`src/rtl/alu_operand_sequencer.sv`:
```
// Button-driven ALU front end: three debounced buttons step an FSM that latches
// operand A, operand B and an opcode from the switches, then shows the result.
module alu_operand_sequencer #(
  parameter int BUS_LEN         = 8,
  parameter int OPCODE_LEN      = 6,
  parameter int DEBOUNCE_CYCLES = 4
) (
  input  logic               clk,
  input  logic               input_rst,
  input  logic               buttonA,
  input  logic               buttonB,
  input  logic               button_opcode,
  input  logic [BUS_LEN-1:0] switches,
  output logic [BUS_LEN-1:0] leds,
  output logic [3:0]         flags,
  output logic [1:0]         state,
  output logic               result_valid
);

  typedef enum logic [1:0] {
    WAIT_A  = 2'd0,
    WAIT_B  = 2'd1,
    WAIT_OP = 2'd2,
    SHOW    = 2'd3
  } state_t;

  localparam int CW  = $clog2(DEBOUNCE_CYCLES + 1);
  localparam int OPW = (OPCODE_LEN > 6) ? OPCODE_LEN : 6;

  localparam logic [5:0] OP_ADD = 6'b100000;
  localparam logic [5:0] OP_SUB = 6'b100010;
  localparam logic [5:0] OP_AND = 6'b100100;
  localparam logic [5:0] OP_OR  = 6'b100101;
  localparam logic [5:0] OP_XOR = 6'b100110;
  localparam logic [5:0] OP_NOR = 6'b100111;
  localparam logic [5:0] OP_SRL = 6'b000010;
  localparam logic [5:0] OP_SRA = 6'b000011;

  logic [2:0] btn_raw;
  logic [2:0] press;

  assign btn_raw = {button_opcode, buttonB, buttonA};

  // Per button: 2-flop synchroniser, then a level debouncer whose one-cycle
  // press pulse is registered so the FSM sees it on the following edge.
  for (genvar gi = 0; gi < 3; gi++) begin : g_btn
    logic          sync1_q, sync2_q, deb_q, pulse_q;
    logic [CW-1:0] cnt_q;

    always_ff @(posedge clk or posedge input_rst) begin
      if (input_rst) begin
        sync1_q <= 1'b0;
        sync2_q <= 1'b0;
        deb_q   <= 1'b0;
        pulse_q <= 1'b0;
        cnt_q   <= '0;
      end else begin
        sync1_q <= btn_raw[gi];
        sync2_q <= sync1_q;
        pulse_q <= 1'b0;
        if (sync2_q != deb_q) begin
          if (cnt_q == CW'(DEBOUNCE_CYCLES - 1)) begin
            deb_q   <= sync2_q;
            cnt_q   <= '0;
            pulse_q <= sync2_q;
          end else begin
            cnt_q <= cnt_q + CW'(1);
          end
        end else begin
          cnt_q <= '0;
        end
      end
    end

    assign press[gi] = pulse_q;
  end

  state_t                state_q, state_d;
  logic [BUS_LEN-1:0]    a_q, a_d, b_q, b_d;
  logic [OPCODE_LEN-1:0] op_q, op_d;
  logic                  pend_q, pend_d;
  logic [BUS_LEN-1:0]    leds_q, leds_d;
  logic [3:0]            flags_q, flags_d;
  logic                  valid_q, valid_d;

  logic [OPW-1:0]        op_ext;
  logic [BUS_LEN:0]      sum;
  logic [BUS_LEN-1:0]    diff, sra_res, alu_res;
  logic                  big_shift, alu_c, alu_v, alu_err;

  // Upper opcode bits beyond the 6-bit field must be zero, which the
  // zero-extended compare below enforces for free.
  assign op_ext    = OPW'(op_q);
  assign big_shift = (b_q >= BUS_LEN'(BUS_LEN));
  assign sra_res   = BUS_LEN'($signed(a_q) >>> b_q);

  always_comb begin
    alu_res = '0;
    alu_c   = 1'b0;
    alu_v   = 1'b0;
    alu_err = 1'b0;
    sum     = {1'b0, a_q} + {1'b0, b_q};
    diff    = a_q - b_q;
    case (op_ext)
      OPW'(OP_ADD): begin
        alu_res = sum[BUS_LEN-1:0];
        alu_c   = sum[BUS_LEN];
        alu_v   = (a_q[BUS_LEN-1] == b_q[BUS_LEN-1]) && (sum[BUS_LEN-1] != a_q[BUS_LEN-1]);
      end
      OPW'(OP_SUB): begin
        alu_res = diff;
        alu_c   = (a_q < b_q);
        alu_v   = (a_q[BUS_LEN-1] != b_q[BUS_LEN-1]) && (diff[BUS_LEN-1] != a_q[BUS_LEN-1]);
      end
      OPW'(OP_AND): alu_res = a_q & b_q;
      OPW'(OP_OR):  alu_res = a_q | b_q;
      OPW'(OP_XOR): alu_res = a_q ^ b_q;
      OPW'(OP_NOR): alu_res = ~(a_q | b_q);
      OPW'(OP_SRL): alu_res = big_shift ? '0 : (a_q >> b_q);
      OPW'(OP_SRA): alu_res = big_shift ? {BUS_LEN{a_q[BUS_LEN-1]}} : sra_res;
      default:      alu_err = 1'b1;
    endcase
  end

  always_comb begin
    state_d = state_q;
    a_d     = a_q;
    b_d     = b_q;
    op_d    = op_q;
    pend_d  = 1'b0;
    leds_d  = leds_q;
    flags_d = flags_q;
    valid_d = valid_q;
    case (state_q)
      WAIT_A: if (press[0]) begin
        a_d     = switches;
        state_d = WAIT_B;
      end
      WAIT_B: if (press[1]) begin
        b_d     = switches;
        state_d = WAIT_OP;
      end
      WAIT_OP: if (press[2]) begin
        op_d    = switches[OPCODE_LEN-1:0];
        state_d = SHOW;
        pend_d  = 1'b1;
      end
      SHOW: if (press[0]) begin
        a_d     = switches;
        state_d = WAIT_B;
        valid_d = 1'b0;
      end
      default: state_d = WAIT_A;
    endcase
    // Result is captured one edge after the opcode so it sees the loaded opcode.
    if (pend_q) begin
      leds_d  = alu_res;
      flags_d = {alu_err, alu_v, alu_c, (alu_res == '0)};
      valid_d = (state_d == SHOW);
    end
  end

  always_ff @(posedge clk or posedge input_rst) begin
    if (input_rst) begin
      state_q <= WAIT_A;
      a_q     <= '0;
      b_q     <= '0;
      op_q    <= '0;
      pend_q  <= 1'b0;
      leds_q  <= '0;
      flags_q <= '0;
      valid_q <= 1'b0;
    end else begin
      state_q <= state_d;
      a_q     <= a_d;
      b_q     <= b_d;
      op_q    <= op_d;
      pend_q  <= pend_d;
      leds_q  <= leds_d;
      flags_q <= flags_d;
      valid_q <= valid_d;
    end
  end

  assign leds         = leds_q;
  assign flags        = flags_q;
  assign state        = state_q;
  assign result_valid = valid_q;

endmodule

```
`config.mk`:
```
export PLATFORM = sky130hd
export DESIGN_NAME = alu_operand_sequencer
export DESIGN_NICKNAME = d
export VERILOG_FILES = /design/src/rtl/alu_operand_sequencer.sv
export SDC_FILE = /design/constraint.sdc
export NUM_CORES = 1
export LEC_CHECK = 0
export CAP_MARGIN = 40
export CORE_MARGIN = 8
export CORE_UTILIZATION = 42
export DETAILED_ROUTE_END_ITERATION = 8
export PLACE_DENSITY_LB_ADDON = 0.08
export SLEW_MARGIN = 20
export SYNTH_ARGS = -nofsm -noshare
export SYNTH_HDL_FRONTEND = slang
export SYNTH_SLANG_ARGS = --single-unit
```
`constraint.sdc`:
```
create_clock -name clk -period 3.35 [get_ports clk]
set_input_delay 0.5025 -clock clk [delete_from_list [all_inputs] [get_ports clk]]
set_output_delay 0.5025 -clock clk [all_outputs]
set_load 0.05 [all_outputs]
```
## Yosys cells after proc, flatten, opt, wreduce, memory -nomap -nowiden

Index checks and enable logic that the tools add are counted.
Widths: inputs -> output; s select.

- Output and inout port bits: 15
- Logic and storage cells: 100
- Register bits after elaboration: 59
- Bits of input ports: 13

- $lt $le $gt $ge: 2
- Equal/unequal tests: 22
- Reductions and logical operators: 15
- Bitwise operators: 4
- Muxes and demuxes: 27
- Shifts and indexed selects: 2
- Add/subtract/negate cells: 5

Operators with widths:

| kind | number |
|---|---|
| $pmux 8 s8 | 1 |
| $eq 6x6->1 const B | 6 |
| $mux 3 | 6 |
| $mux 8 | 2 |
| $reduce_and 2->1 | 7 |
| $eq 6x2->1 const B | 2 |
| $mux 1 | 12 |
| $add 3x1->3 const B | 3 |
| $add 8x8->9 | 1 |
| $eq 3x2->1 const B | 3 |
| $and 8x8->8 | 1 |
| $ge 8x4->1 const B | 1 |
| $logic_not 8->1 | 1 |
| $lt 8x8->1 | 1 |
| $not 8->8 | 1 |
| $or 8x8->8 | 1 |
| $reduce_or 8->1 | 1 |
| $shr 8x8->8 | 1 |
| $sshr 8x8->8 | 1 |
| $sub 8x8->8 | 1 |
| $xor 8x8->8 | 1 |
| $eq 2x2->1 const B | 3 |
| $mux 2 | 3 |
| $ne 1x1->1 | 6 |
| other kinds (8) | 11 |

## Depth between registers and ports, before layout

Gate-level depths: netlist of the first run.

- Word-level depth: 5
- Mapped depth: 11
- Gate-level depth less buffers: 11

## Worst setup path before layout of the first run

No wires, ideal clock.

- Path type: register to register
- Start point: reg b_q[1]
- End point: reg flags_q[0] (netlist: flags[0])
- Library setup time: 104 ps
- Setup slack: 496 ps
- Data required time: 3246 ps
- Clock period less this slack: 2854 ps
- Stages on the path, launching flop included: 11
- Buffers on the path: 1
- Arrival: 2751 ps
- Cell sequence: dfrtp_1 buf_2 clkinv_1 ha_1 a21o_1 a211oi_1 a21oi_1 xnor2_1 a2111o_1 or3_1 o41ai_2

- Longest elaborated chain between the ends: 4
- Elaborated cells between the ends (all ways): 13
- Those cells by class: add/sub: 2; order compare: 1; shift: 2; mux: 3; bitwise: 4; reduce/logical: 1

RTL lines:

| item | RTL line | text |
|---|---|---|
| start: declaration | 79 | `logic [BUS_LEN-1:0] a_q, a_d, b_q, b_d;` |
| start signal: assignment | 167 | `b_q <= '0;` |
| start signal: assignment | 176 | `b_q <= b_d;` |
| $ge 8x4->1, or another cell as far along | 94 | `assign big_shift = (b_q >= BUS_LEN'(BUS_LEN));` |
| $mux 8, or another cell as far along | 120 | `OPW'(OP_SRA): alu_res = big_shift ? {BUS_LEN{a_q[BUS_LEN-1]}} : sra_res;` |
| $pmux 8 s8 (*) | 104 | `case (op_ext)` |
| $logic_not 8->1 (*) | 158 | `flags_d = {alu_err, alu_v, alu_c, (alu_res == '0)};` |
| end signal: assignment | 180 | `flags_q <= flags_d;` |
| end: declaration | 83 | `logic [3:0] flags_q, flags_d;` |

Mark *: on every way between the ends. The rest lies on a longest branch, timed or not.
A chain may end at the register's enable or synchronous reset.

## Worst setup path in the final report of the first run

- Start point: reg op_q[1] (netlist: op_ext[1])
- End point: reg flags_q[0] (netlist: flags[0])

- Longest elaborated chain between the ends: 3
- Elaborated cells between the ends (all ways): 10
- Those cells by class: eq/ne: 8; mux: 1; reduce/logical: 1

RTL lines:

| item | RTL line | text |
|---|---|---|
| start: declaration | 80 | `logic [OPCODE_LEN-1:0] op_q, op_d;` |
| start signal: assignment | 177 | `op_q <= op_d;` |
| $eq 6x2->1 or $eq 6x6->1 (tied branches) | 104 |  |
| $pmux 8 s8 (*) | 104 |  |
| $logic_not 8->1 (*) | 158 |  |

Marks and branches as above.

==> results of run 1 <==
power by group:
part / internal, W / leakage (nW) / switching [W]
Sequential: 0.000923 / 0.733 / 0.000305
Clock: 0.000417 / 0.103 / 0.000277
Combinational: 0.000918 / 1.26 / 0.00122
worst reg2reg max path, stage by stage (launching register included):
cell       delay (ns)
dfrtp_1          0.85
buf_4            0.34
mux2i_1          0.24
xnor2_1          0.14
o22ai_1          0.13
a2111oi_0        0.63
buf_4            0.23
nand3_1          0.09
o41ai_2          0.20
sequential cells by signal, summed over array words and instances (netlist names), 4 cells and up:
register and cells:
a_q 8, flags 4, leds 8, b_q 8, op_ext 6, g_btn.cnt_q 9
cells by family after synthesis:
family / share of synthesized area (%)
compound gates: 17.16
xor+xnor: 2.429
fa+ha+maj: 11.74
flops: 37.22
mux: 11.58
simple gates: 15.05
buf+inv: 4.826
per-stage QoR:
| stage | worst slack [ns] | util, % | cells | instance area (µm²) |
|---|---|---|---|---|
| 3_3_place_gp | 0.4073 | 47.78 | 544 | 4394 |
| 6_report | 0.4098 | 50.35 | 561 | 4631 |
| 5_1_grt | 0.2275 | 50.35 | 561 | 4631 |
| 4_1_cts | 0.3979 | 50.05 | 560 | 4603 |
| 2_1_floorplan | 0.4959 | - | 412 | 3966 |
| 3_5_place_dp | 0.3912 | 47.78 | 544 | 4394 |
per-layer routing:
layer / wire, µm / GRT usage (%) / vias up
met5: 0 / 0 / -
met1: 4473 / 21.45 / 1532
li1: - / - / 1554
met2: 4832 / 26.75 / 89
met3: 537 / 3.514 / 20
met4: 255 / 7.460 / 0
final cells by class:
cell class	count	area, µm²
sequential	59	1476
fill	865	4566
tap	111	138.9
multi-input combinational	303	2298
clock inverter	5	77.57
inverter	32	120.1
timing repair buffer	40	387.9
clock buffer	11	131.4
cells in the final DEF, fill, tap and decap left out, types with 3 or more instances in the layout:
| master | count |
|---|---|
| nand2b_1 | 3 |
| mux2_2 | 31 |
| a21o_1 | 5 |
| clkbuf_8 | 9 |
| a21oi_1 | 25 |
| nor2_1 | 29 |
| nor4_1 | 4 |
| xnor2_1 | 10 |
| o21ai_0 | 20 |
| nand4_1 | 3 |
| a211oi_1 | 10 |
| clkdlybuf4s50_1 | 27 |
| o21bai_1 | 3 |
| o31a_1 | 3 |
| buf_4 | 12 |
| ha_1 | 34 |
| nor3b_1 | 4 |
| nor3_1 | 13 |
| nand2_1 | 20 |
| dfrtp_1 | 59 |
| mux2i_1 | 11 |
| a31oi_1 | 8 |
| o22ai_1 | 4 |
| o211a_1 | 3 |
| inv_1 | 29 |
| and3b_1 | 3 |
| nand3_1 | 10 |
| nor2b_1 | 11 |
worst paths after layout:
path                             startpoint                end  slack, ns  depth (start not counted)
max                               op_ext[1]           flags[0]       0.41                          8
min                        g_btn[1].sync1_q   g_btn[1].sync2_q       0.35                          0
max reg2reg                       op_ext[1]           flags[0]       0.41                          8
min reg2reg                g_btn[1].sync1_q   g_btn[1].sync2_q       0.35                          0
max in group asynchronous         input_rst            leds[2]       2.38                          4
min in group asynchronous         input_rst  g_btn[2].cnt_q[2]       0.48                          3
==> metrics.md, run 1 <==
| Metric | Value |
|---|---|
| Setup Fix Bufs, Post-CTS | `0` |
| Routed WL | `10.10 mm` |
| RSZ-0062 raised after global routing | `false` |
| Largest net degree at the start of global routing | `60` |
| Worst Tran Pin Value | `0.7834 ns` |
| Peak per-stage delay on the critical path | `0.85 ns` |
| Die width | `113.2 µm` |
| Min Tclk post-route | `2.940 ns` |
| Post-synth top cells | `dfrtp_1 (59), ha_1 (34), mux2_2 (31), inv_1 (30), nor2_1 (29)` |
| Final net count | `494` |
| Initial Util | `43.13%` |
| I/O Buffers | `27` |
| Crit. End Element | `register` |
| DIE HEIGHT | `113.2 µm` |
| Syn Nets | `461` |
| Crit-path most repeated cell | `buf_4` |
| Data arrival, critical path | `3.18 ns` |
| CP Max Fanout | `23` |
| Slew Viols, Final | `0` |
| First-pass GRT wire length | `16.88 mm` |
| Clock-pin slew on the worst setup and hold paths | `0.07 ns` |
| Grt total ovfl | `0` |
| CTS H-Tree Depth | `3` |
| Lkg Pwr | `2.097 nW` |
| TritonCTS clock tree | `built` |
| Rows | `35` |
| Antenna Diode Count | `0` |
| Worst-Skew Late Latency | `0.33 ns` |
| Num Clock Sinks | `59` |
| Most numerous cell in the Yosys netlist | `dfrtp_1` |
| Post-CTS sizing | `0` |
| Slowest-stage cell, CP | `dfrtp_1` |
| DR iter-0 viols | `240` |
| HP Class | `register to register` |
| Max-cap violations | `0` |
| P&R area growth vs syn | `16.75%` |
| Post-CTS Hold Buffers | `0` |
| WP data required | `3.59 ns` |
| Asr flop ratio synth | `100.0%` |
| Outcome | `finished, final reports clean` |
| Drt first pass iters | `5` |
| Critical path class | `register to register` |
| Post-synth top area cell | `dfrtp_1` |
| DR DRC count | `0` |
| Ports | `28` |
| Share of cells above drive strength 1 | `15.11%` |
| Vias | `3,195` |
| Period utilization | `87.77%` |
| Final setup fails | `0` |
| Final Power | `0.004060 W` |
| Yosys synthesis warning count | `0` |
| Core Box Area | `9196 µm²` |
| Hold Fails Final Rpt | `0` |
| Setup TNS | `0 ns` |
| Clk_skew | `0.009238 ns` |
| Number of global-route vias before repair | `3,197` |
| Slew HR | `47.77%` |
| GPL Wtd Cong | `0.8874` |
| DIE AREA | `12,810 µm²` |
| Peak supply drop | `429.0 µV` |
| Syn avg cell area | `9.627 µm²` |
| Synthesized area | `3966 µm²` |
| Crit path buf inv count | `2` |
| Post-synth EDFFs | `0` |
| Hold slack | `0.3516 ns` |
| DR WL/cell | `18.00 µm` |
| GRT Resource Usage Total | `16.79%` |
| Critical Path, Cell by Cell | `buf_4, mux2i_1, xnor2_1, o22ai_1, a2111oi_0, buf_4, nand3_1, o41ai_2` |
| Setup crit start kind | `register` |
| CP delay by family, top | `compound AO/OA/AOI/OAI gates` |
| Ranking of synthesized cells by area | `dfrtp_1 (37%), ha_1 (11%), mux2_2 (8.8%), a21oi_1 (3.2%), inv_1 (2.8%)` |
| Pwr Density | `876.7 nW/µm²` |
| Vias per cell | `5.695` |
| Sequential area share after synthesis | `37.22%` |
| Root buffer cell | `clkbuf_8` |
| Syn Inst Count | `412` |
| Final ANT Viol Nets | `0` |
| Fmax achieved | `340.1 MHz` |
| #FFs+latches synth | `59` |
| Top FF cell, synth | `dfrtp_1` |
| Yosys cell types | `58` |
| Initial antenna violation count | `0` |
| CTS Buffer Depth | `2` |
| Share of the synthesized area in the top cell type | `37.22%` |
| Post-DP HPWL | `7.691 mm` |
| CTS buffer count | `9` |
Note: power is estimated with default switching activity, not from simulation.
==> run 2: changes to the inputs <==
--- a/config.mk
+++ b/config.mk
@@ -5,10 +5,13 @@
 export SDC_FILE = /design/constraint.sdc
 export NUM_CORES = 1
 export LEC_CHECK = 0
+export ABC_AREA = 1
 export CAP_MARGIN = 40
 export CORE_MARGIN = 8
 export CORE_UTILIZATION = 42
+export CTS_BUF_LIST = sky130_fd_sc_hd__clkbuf_8
 export DETAILED_ROUTE_END_ITERATION = 8
+export GPL_TIMING_DRIVEN = 0
 export PLACE_DENSITY_LB_ADDON = 0.08
 export SLEW_MARGIN = 20
 export SYNTH_ARGS = -nofsm -noshare
==> metrics.md, run 2 <==
| Metric | Value |
|---|---|
| Outcome | `finished, final reports clean (unchanged)` |
| Num Clock Sinks | `59 (unchanged)` |
| Vias | `3,940 (was 3,195)` |
| Hold slack | `0.3529 ns (was 0.3516 ns)` |
| Period utilization | `76.72% (was 87.77%)` |
| Final setup fails | `0 (unchanged)` |
| TritonCTS clock tree | `built (unchanged)` |
| Syn Nets | `653 (was 461)` |
| Most common cell after layout, fill and taps aside | `nand2_1 (was dfrtp_1)` |
| Post-CTS Hold Buffers | `0 (unchanged)` |
| Initial antenna violation count | `0 (unchanged)` |
| Peak supply drop | `341.4 µV (was 429.0 µV)` |
| Layout Cells excl Fill | `780 (was 561)` |
| Crit. End Element | `register (unchanged)` |
| Most numerous cell in the Yosys netlist | `nand2_1 (was dfrtp_1)` |
| Core Box Area | `9774 µm² (was 9196 µm²)` |
| DR WL/cell | `14.70 µm (was 18.00 µm)` |
| Final ANT Viol Nets | `0 (unchanged)` |
| WP data required | `3.63 ns (was 3.59 ns)` |
| DIE HEIGHT | `116.5 µm (was 113.2 µm)` |
| Die width | `116.5 µm (was 113.2 µm)` |
| Hold path startpoint | `g_btn[0].sync1_q (was g_btn[1].sync1_q)` |
| Share of the synthesized area in the top cell type | `34.83% (was 37.22%)` |
| CTS buffer count | `9 (unchanged)` |
| Clk_skew | `0.01078 ns (was 0.009238 ns)` |
| Slew Viols, Final | `0 (unchanged)` |
| Slew HR | `53.04% (was 47.77%)` |
| Ports | `28 (unchanged)` |
| Syn Inst Count | `604 (was 412)` |
| P&R area growth vs syn | `15.29% (was 16.75%)` |
| Worst Tran Pin Value | `0.7043 ns (was 0.7834 ns)` |
| Asr flop ratio synth | `100.0% (unchanged)` |
| Setup crit start kind | `register (unchanged)` |
| HP Class | `register to register (unchanged)` |
| Min Tclk post-route | `2.570 ns (was 2.940 ns)` |
| Most frequent cells in the layout | `nand2_1 (189), inv_1 (74), nor2_1 (59), dfrtp_1 (59), nand3_1 (53) (was dfrtp_1 (59), ha_1 (34), mux2_2 (31))` |
| Number of global-route vias before repair | `3,857 (was 3,197)` |
| Setup TNS | `0 ns (unchanged)` |
| Antenna Diode Count | `0 (unchanged)` |
| Syn avg cell area | `7.018 µm² (was 9.627 µm²)` |
| Final net count | `691 (was 494)` |
| Top FF cell, synth | `dfrtp_1 (unchanged)` |
| Fmax achieved | `389.1 MHz (was 340.1 MHz)` |
| Yosys cell types | `39 (was 58)` |
| Share of cells above drive strength 1 | `7.728% (was 15.11%)` |
| CP Max Fanout | `12 (was 23)` |
| Reg2Reg Launch Point | `b_q[1] (was op_ext[1])` |
| #FFs+latches synth | `59 (unchanged)` |
| Critical path class | `register to register (unchanged)` |
| Largest net degree at the start of global routing | `60 (unchanged)` |
| DR iter-0 viols | `362 (was 240)` |
| Setup Fix Bufs, Post-CTS | `0 (unchanged)` |
| Drt first pass iters | `5 (unchanged)` |
| Initial Util | `43.37% (was 43.13%)` |
| Post-DP HPWL | `8.950 mm (was 7.691 mm)` |
| Ranking of synthesized cells by area | `dfrtp_1 (35%), nand2_1 (17%), ha_1 (10%), inv_1 (6.5%), nand3_1 (6.3%) (was dfrtp_1 (37%), ha_1 (11%), mux2_2 (8.8%), a21oi_1 (3.2%), inv_1 (2.8%))` |
| Fin util | `50.00% (was 50.35%)` |
| Root buffer cell | `clkbuf_8 (unchanged)` |
| Grt total ovfl | `0 (unchanged)` |
| Final-layout fill cell count | `1,024 (was 865)` |
| Largest reg by FF count | `g_btn.cnt_q (unchanged)` |
| Largest register FFs | `9 (unchanged)` |
| DR DRC count | `0 (unchanged)` |
| RSZ-0062 raised after global routing | `false (unchanged)` |
| Placed Cells | `764 (was 544)` |
| I/O Buffers | `27 (unchanged)` |
| DIE AREA | `13,560 µm² (was 12,810 µm²)` |
| Final Power | `0.003273 W (was 0.004060 W)` |
| Synthesized area | `4239 µm² (was 3966 µm²)` |
| Beginning of the critical path | `b_q[1] (was op_ext[1])` |
| Post-synth top cells | `nand2_1 (189), inv_1 (73), dfrtp_1 (59), nor2_1 (59), nand3_1 (53) (was dfrtp_1 (59), ha_1 (34), mux2_2 (31), inv_1 (30), nor2_1 (29))` |
| Hold Fails Final Rpt | `0 (unchanged)` |
| Post-synth top area cell | `dfrtp_1 (unchanged)` |
| GRT Resource Usage Total | `18.27% (was 16.79%)` |
| First-pass GRT wire length | `19.08 mm (was 16.88 mm)` |
| Pwr Density | `669.8 nW/µm² (was 876.7 nW/µm²)` |
| Rows | `36 (was 35)` |
| Clock-pin slew on the worst setup and hold paths | `0.07 ns (about the same)` |
| Routed WL | `11.47 mm (was 10.10 mm)` |
| GPL Wtd Cong | `0.9182 (was 0.8874)` |
| Vias per cell | `5.051 (was 5.695)` |
| Lkg Pwr | `2.619 nW (was 2.097 nW)` |
| Worst-Skew Late Latency | `0.34 ns (was 0.33 ns)` |
| Post-synth EDFFs | `0 (unchanged)` |
| Data arrival, critical path | `2.85 ns (was 3.18 ns)` |
| Post-CTS sizing | `0 (unchanged)` |
| Sequential area share after synthesis | `34.83% (was 37.22%)` |
| Max-cap violations | `0 (unchanged)` |
| CTS Buffer Depth | `2 (unchanged)` |
| Yosys synthesis warning count | `0 (unchanged)` |
| CTS H-Tree Depth | `3 (unchanged)` |
run 2: changes by cell type in the layout (fill, tap and decap cells not counted), sizes merged, moves of 8 or more:
cell	change
o21ai	+20
nand2	+173
inv	+49
a21oi	-8
nand3	+44
mux2i	-11
nor2	+42
nor2b	-11
a211oi	-10
mux2	-31
run 2: path summary, 6_finish.rpt:
check	end	slack [ns]	cells past startpoint
worst min register to register	g_btn[0].sync2_q	0.35	0
worst min-delay path	g_btn[0].sync2_q	0.35	0
max in group asynchronous	b_q[1]	2.25	2
worst max-delay path	flags[0]	0.78	15
worst max register to register	flags[0]	0.78	15
min in group asynchronous	g_btn[1].sync2_q	0.63	2
run 2: worst max-delay path: stages (launching register included):
cell     delay, ns
dfrtp_1       0.41
buf_2         0.25
inv_1         0.09
buf_2         0.22
fa_1          0.49
nand3_1       0.14
nand3_1       0.09
nand3_1       0.12
nand3_1       0.12
nor2_1        0.13
nand2_1       0.08
nor2_1        0.10
nand2_1       0.06
nor2_1        0.10
nand2_1       0.07
nand2_1       0.06
run 2: power breakdown:
group / switching (W) / internal [W] / total, W
clock network: 0.000290 / 0.000411 / 0.000700
logic: 0.000951 / 0.000524 / 0.00148
registers: 0.000214 / 0.000884 / 0.00110
total: 0.00146 / 0.00182 / 0.00327
run 2: layout make-up:
class	count	area [µm²]	area share, %
inverters	77	294.0	6.016
well taps	133	166.4	3.405
repair buffers	27	270.3	5.530
clock buffers	9	123.9	2.535
multi-input cells	453	2384	48.77
plain buffers	15	87.58	1.792
flip-flops and latches	59	1476	30.21
clock inverters	7	85.08	1.741
run 2: cells by family after synthesis:
group                      after synthesis  synth area share [%]
AOI/OAI and AO/OA                       69                 8.973
buffers and inverters                   92                 8.943
xor gates and xnor gates                 6                 1.240
adders and majority gates               36                 10.98
and+or+nand+nor                        342                 35.04
DFF                                     59                 34.83
run 2: stage by stage:
stage,setup slack [ns],cell area [µm²]
3_5_place_dp,0.8147,4678
5_1_grt,0.5475,4887
6_report,0.7800,4887
3_3_place_gp,0.3525,4676
4_1_cts,0.7882,4887
2_1_floorplan,1.202,4239
run 2: metal layers:
metal | share of wire (%) | track usage [%]
met5 | 0 | 0
met4 | 2.2 | 7.260
met3 | 5.0 | 3.516
met2 | 47 | 29.70
met1 | 46 | 23.36
==> run 3: changes to the inputs <==
==> constraint.sdc (replaced) <==
create_clock -name clk -period 2.5 [get_ports clk]
set_input_delay 0.375 -clock clk [delete_from_list [all_inputs] [get_ports clk]]
set_output_delay 0.375 -clock clk [all_outputs]
set_load 0.05 [all_outputs]
==> metrics.md, run 3 (synthesis results as in run 2) <==
| Metric | Value |
|---|---|
| Clk_skew | `0.01009 ns (was 0.01078 ns)` |
| Die width | `116.5 µm (unchanged)` |
| Most frequent cells in the layout | `nand2_1 (189), inv_1 (73), nor2_1 (58) (was nand2_1 (189), inv_1 (74), nor2_1 (59), dfrtp_1 (59), nand3_1 (53))` |
| Number of global-route vias before repair | `3,859 (was 3,857)` |
| Max-cap violations | `0 (unchanged)` |
| FF-to-FF path depth | `13 (was 15)` |
| Min Tclk post-route | `2.320 ns (was 2.570 ns)` |
| Slew HR | `52.96% (was 53.04%)` |
| Antenna Diode Count | `0 (unchanged)` |
| Hold Fails Final Rpt | `0 (unchanged)` |
| Drt first pass iters | `5 (unchanged)` |
| Final ANT Viol Nets | `0 (unchanged)` |
| Clock-pin slew on the worst setup and hold paths | `0.07 ns (about the same)` |
| WP data required | `2.78 ns (was 3.63 ns)` |
| Hold Crit Depth | `0 (unchanged)` |
| Worst-Skew Late Latency | `0.34 ns (about the same)` |
| Share of cells above drive strength 1 | `10.62% (was 7.728%)` |
| DR DRC count | `0 (unchanged)` |
| Ports | `28 (unchanged)` |
| Beginning of the critical path | `b_q[0] (was b_q[1])` |
| Final net count | `703 (was 691)` |
| Core Box Area | `9774 µm² (unchanged)` |
| Root buffer cell | `clkbuf_8 (unchanged)` |
| Worst Slack Setup Final | `0.1800 ns (was 0.7800 ns)` |
| DR iter-0 viols | `365 (was 362)` |
| Crit. End Element | `register (unchanged)` |
| Peak supply drop | `457.8 µV (was 341.4 µV)` |
| First-pass GRT wire length | `19.07 mm (was 19.08 mm)` |
| Setup crit start kind | `register (unchanged)` |
| CP Max Fanout | `8 (was 12)` |
| TritonCTS clock tree | `built (unchanged)` |
| Post-DP HPWL | `8.950 mm (unchanged)` |
| Largest net degree at the start of global routing | `60 (unchanged)` |
| GRT Resource Usage Total | `18.25% (was 18.27%)` |
| GPL Wtd Cong | `0.9182 (unchanged)` |
| I/O Buffers | `27 (unchanged)` |
| Initial Util | `43.37% (unchanged)` |
| DR WL/cell | `14.56 µm (was 14.70 µm)` |
| Grt total ovfl | `0 (unchanged)` |
| Critical path class | `register to register (unchanged)` |
| Initial antenna violation count | `0 (unchanged)` |
| Vias | `4,005 (was 3,940)` |
| Largest register FFs | `9 (unchanged)` |
| Final Power | `0.004437 W (was 0.003273 W)` |
| Outcome | `finished, final reports clean (unchanged)` |
| CTS Buffer Depth | `2 (unchanged)` |
| CTS buffer count | `9 (unchanged)` |
| CTS H-Tree Depth | `3 (unchanged)` |
| HP Class | `register to register (unchanged)` |
| Vias per cell | `5.057 (was 5.051)` |
| Setup TNS | `0 ns (unchanged)` |
| Hold path startpoint | `g_btn[0].sync1_q (unchanged)` |
| Period utilization | `92.80% (was 76.72%)` |
| Fmax achieved | `431.0 MHz (was 389.1 MHz)` |
| Lkg Pwr | `2.673 nW (was 2.619 nW)` |
| Num Clock Sinks | `59 (unchanged)` |
| Routed WL | `11.53 mm (was 11.47 mm)` |
| Largest reg by FF count | `g_btn.cnt_q (unchanged)` |
| Reg2Reg Launch Point | `b_q[0] (was b_q[1])` |
| Hold slack | `0.3526 ns (was 0.3529 ns)` |
| Worst Tran Pin Value | `0.7056 ns (was 0.7043 ns)` |
| Final-layout fill cell count | `1,015 (was 1,024)` |
| Data arrival, critical path | `2.60 ns (was 2.85 ns)` |
| DIE AREA | `13,560 µm² (unchanged)` |
| DIE HEIGHT | `116.5 µm (unchanged)` |
| Slew Viols, Final | `0 (unchanged)` |
| Pwr Density | `886.8 nW/µm² (was 669.8 nW/µm²)` |
| Rows | `36 (unchanged)` |
| Placement Setup Slack | `-0.03534 ns (was 0.8147 ns)` |
| Final setup fails | `0 (unchanged)` |
| Most common cell after layout, fill and taps aside | `nand2_1 (unchanged)` |
| P&R area growth vs syn | `18.03% (was 15.29%)` |
-- run 3: changes by cell type in the layout (fill, tap and decap cells not counted), sizes merged --
cell | before | now
buf | 10 | 22
-- run 3: where the power goes --
part	total (W)	switching (W)	internal, W	leakage, nW
logic	0.00204	0.00130	0.000739	1.87
clock network	0.000934	0.000384	0.000550	0.112
registers	0.00147	0.000280	0.00119	0.695
total	0.00444	0.00196	0.00248	2.67
-- run 3: per-stage QoR --
step / cells / utilization, % / cell area [µm²]
finish: 792 / 51.19 / 5004
floorplan: 604 / - / 4239
detailed placement: 764 / 47.86 / 4678
global placement: 764 / 47.84 / 4676
CTS: 780 / 50.08 / 4895
global route: 792 / 51.19 / 5004
-- run 3: cell type report --
| type | instances | area [µm²] | share of cell area, % |
|---|---|---|---|
| Tap cell | 133 | 166.4 | 3.326 |
| Buffer | 15 | 100.1 | 2.000 |
| Clock inverter | 7 | 85.08 | 1.700 |
| Clock buffer | 9 | 123.9 | 2.476 |
| Multi-Input combinational cell | 453 | 2392 | 47.81 |
| Inverter | 77 | 294.0 | 5.876 |
| Sequential cell | 59 | 1481 | 29.61 |
| Timing Repair Buffer | 39 | 360.3 | 7.202 |
-- run 3: path summary, 6_finish.rpt --
path,to,slack (ns)
hold / removal,g_btn[0].sync2_q,0.35
hold reg to reg,g_btn[0].sync2_q,0.35
setup reg to reg,flags[0],0.18
min in group asynchronous,g_btn[1].sync2_q,0.50
max in group asynchronous,a_q[2],1.48
setup / recovery,flags[0],0.18
-- run 3: repair_timing --
action | CTS | global route
resized for setup | 4 | 8
setup endpoints to repair | 1 | 2
setup buffers | 0 | 12
pin swaps | 0 | 1
hold buffers | 0 | 0
cloned | 0 | 0
-- run 3: routing by layer --
metal | track usage, % | share of wire (%) | vias to the layer above
li1 | - | - | 2021
met1 | 23.36 | 45 | 1857
met2 | 29.66 | 47 | 107
met3 | 3.516 | 5.6 | 20
met4 | 7.260 | 2.4 | 0
met5 | 0 | 0 | -
-- run 3: worst max-delay path, cell delays in order (launching register included) --
cell	delay (ns)
dfrtp_1	0.46
ha_1	0.26
fa_1	0.47
xnor2_1	0.19
nor2_1	0.06
nor2_1	0.12
nand2_1	0.07
nor2_1	0.10
nand2_1	0.09
inv_1	0.07
nand2_1	0.07
nor3_1	0.17
nand2_1	0.08
nand2_1	0.06
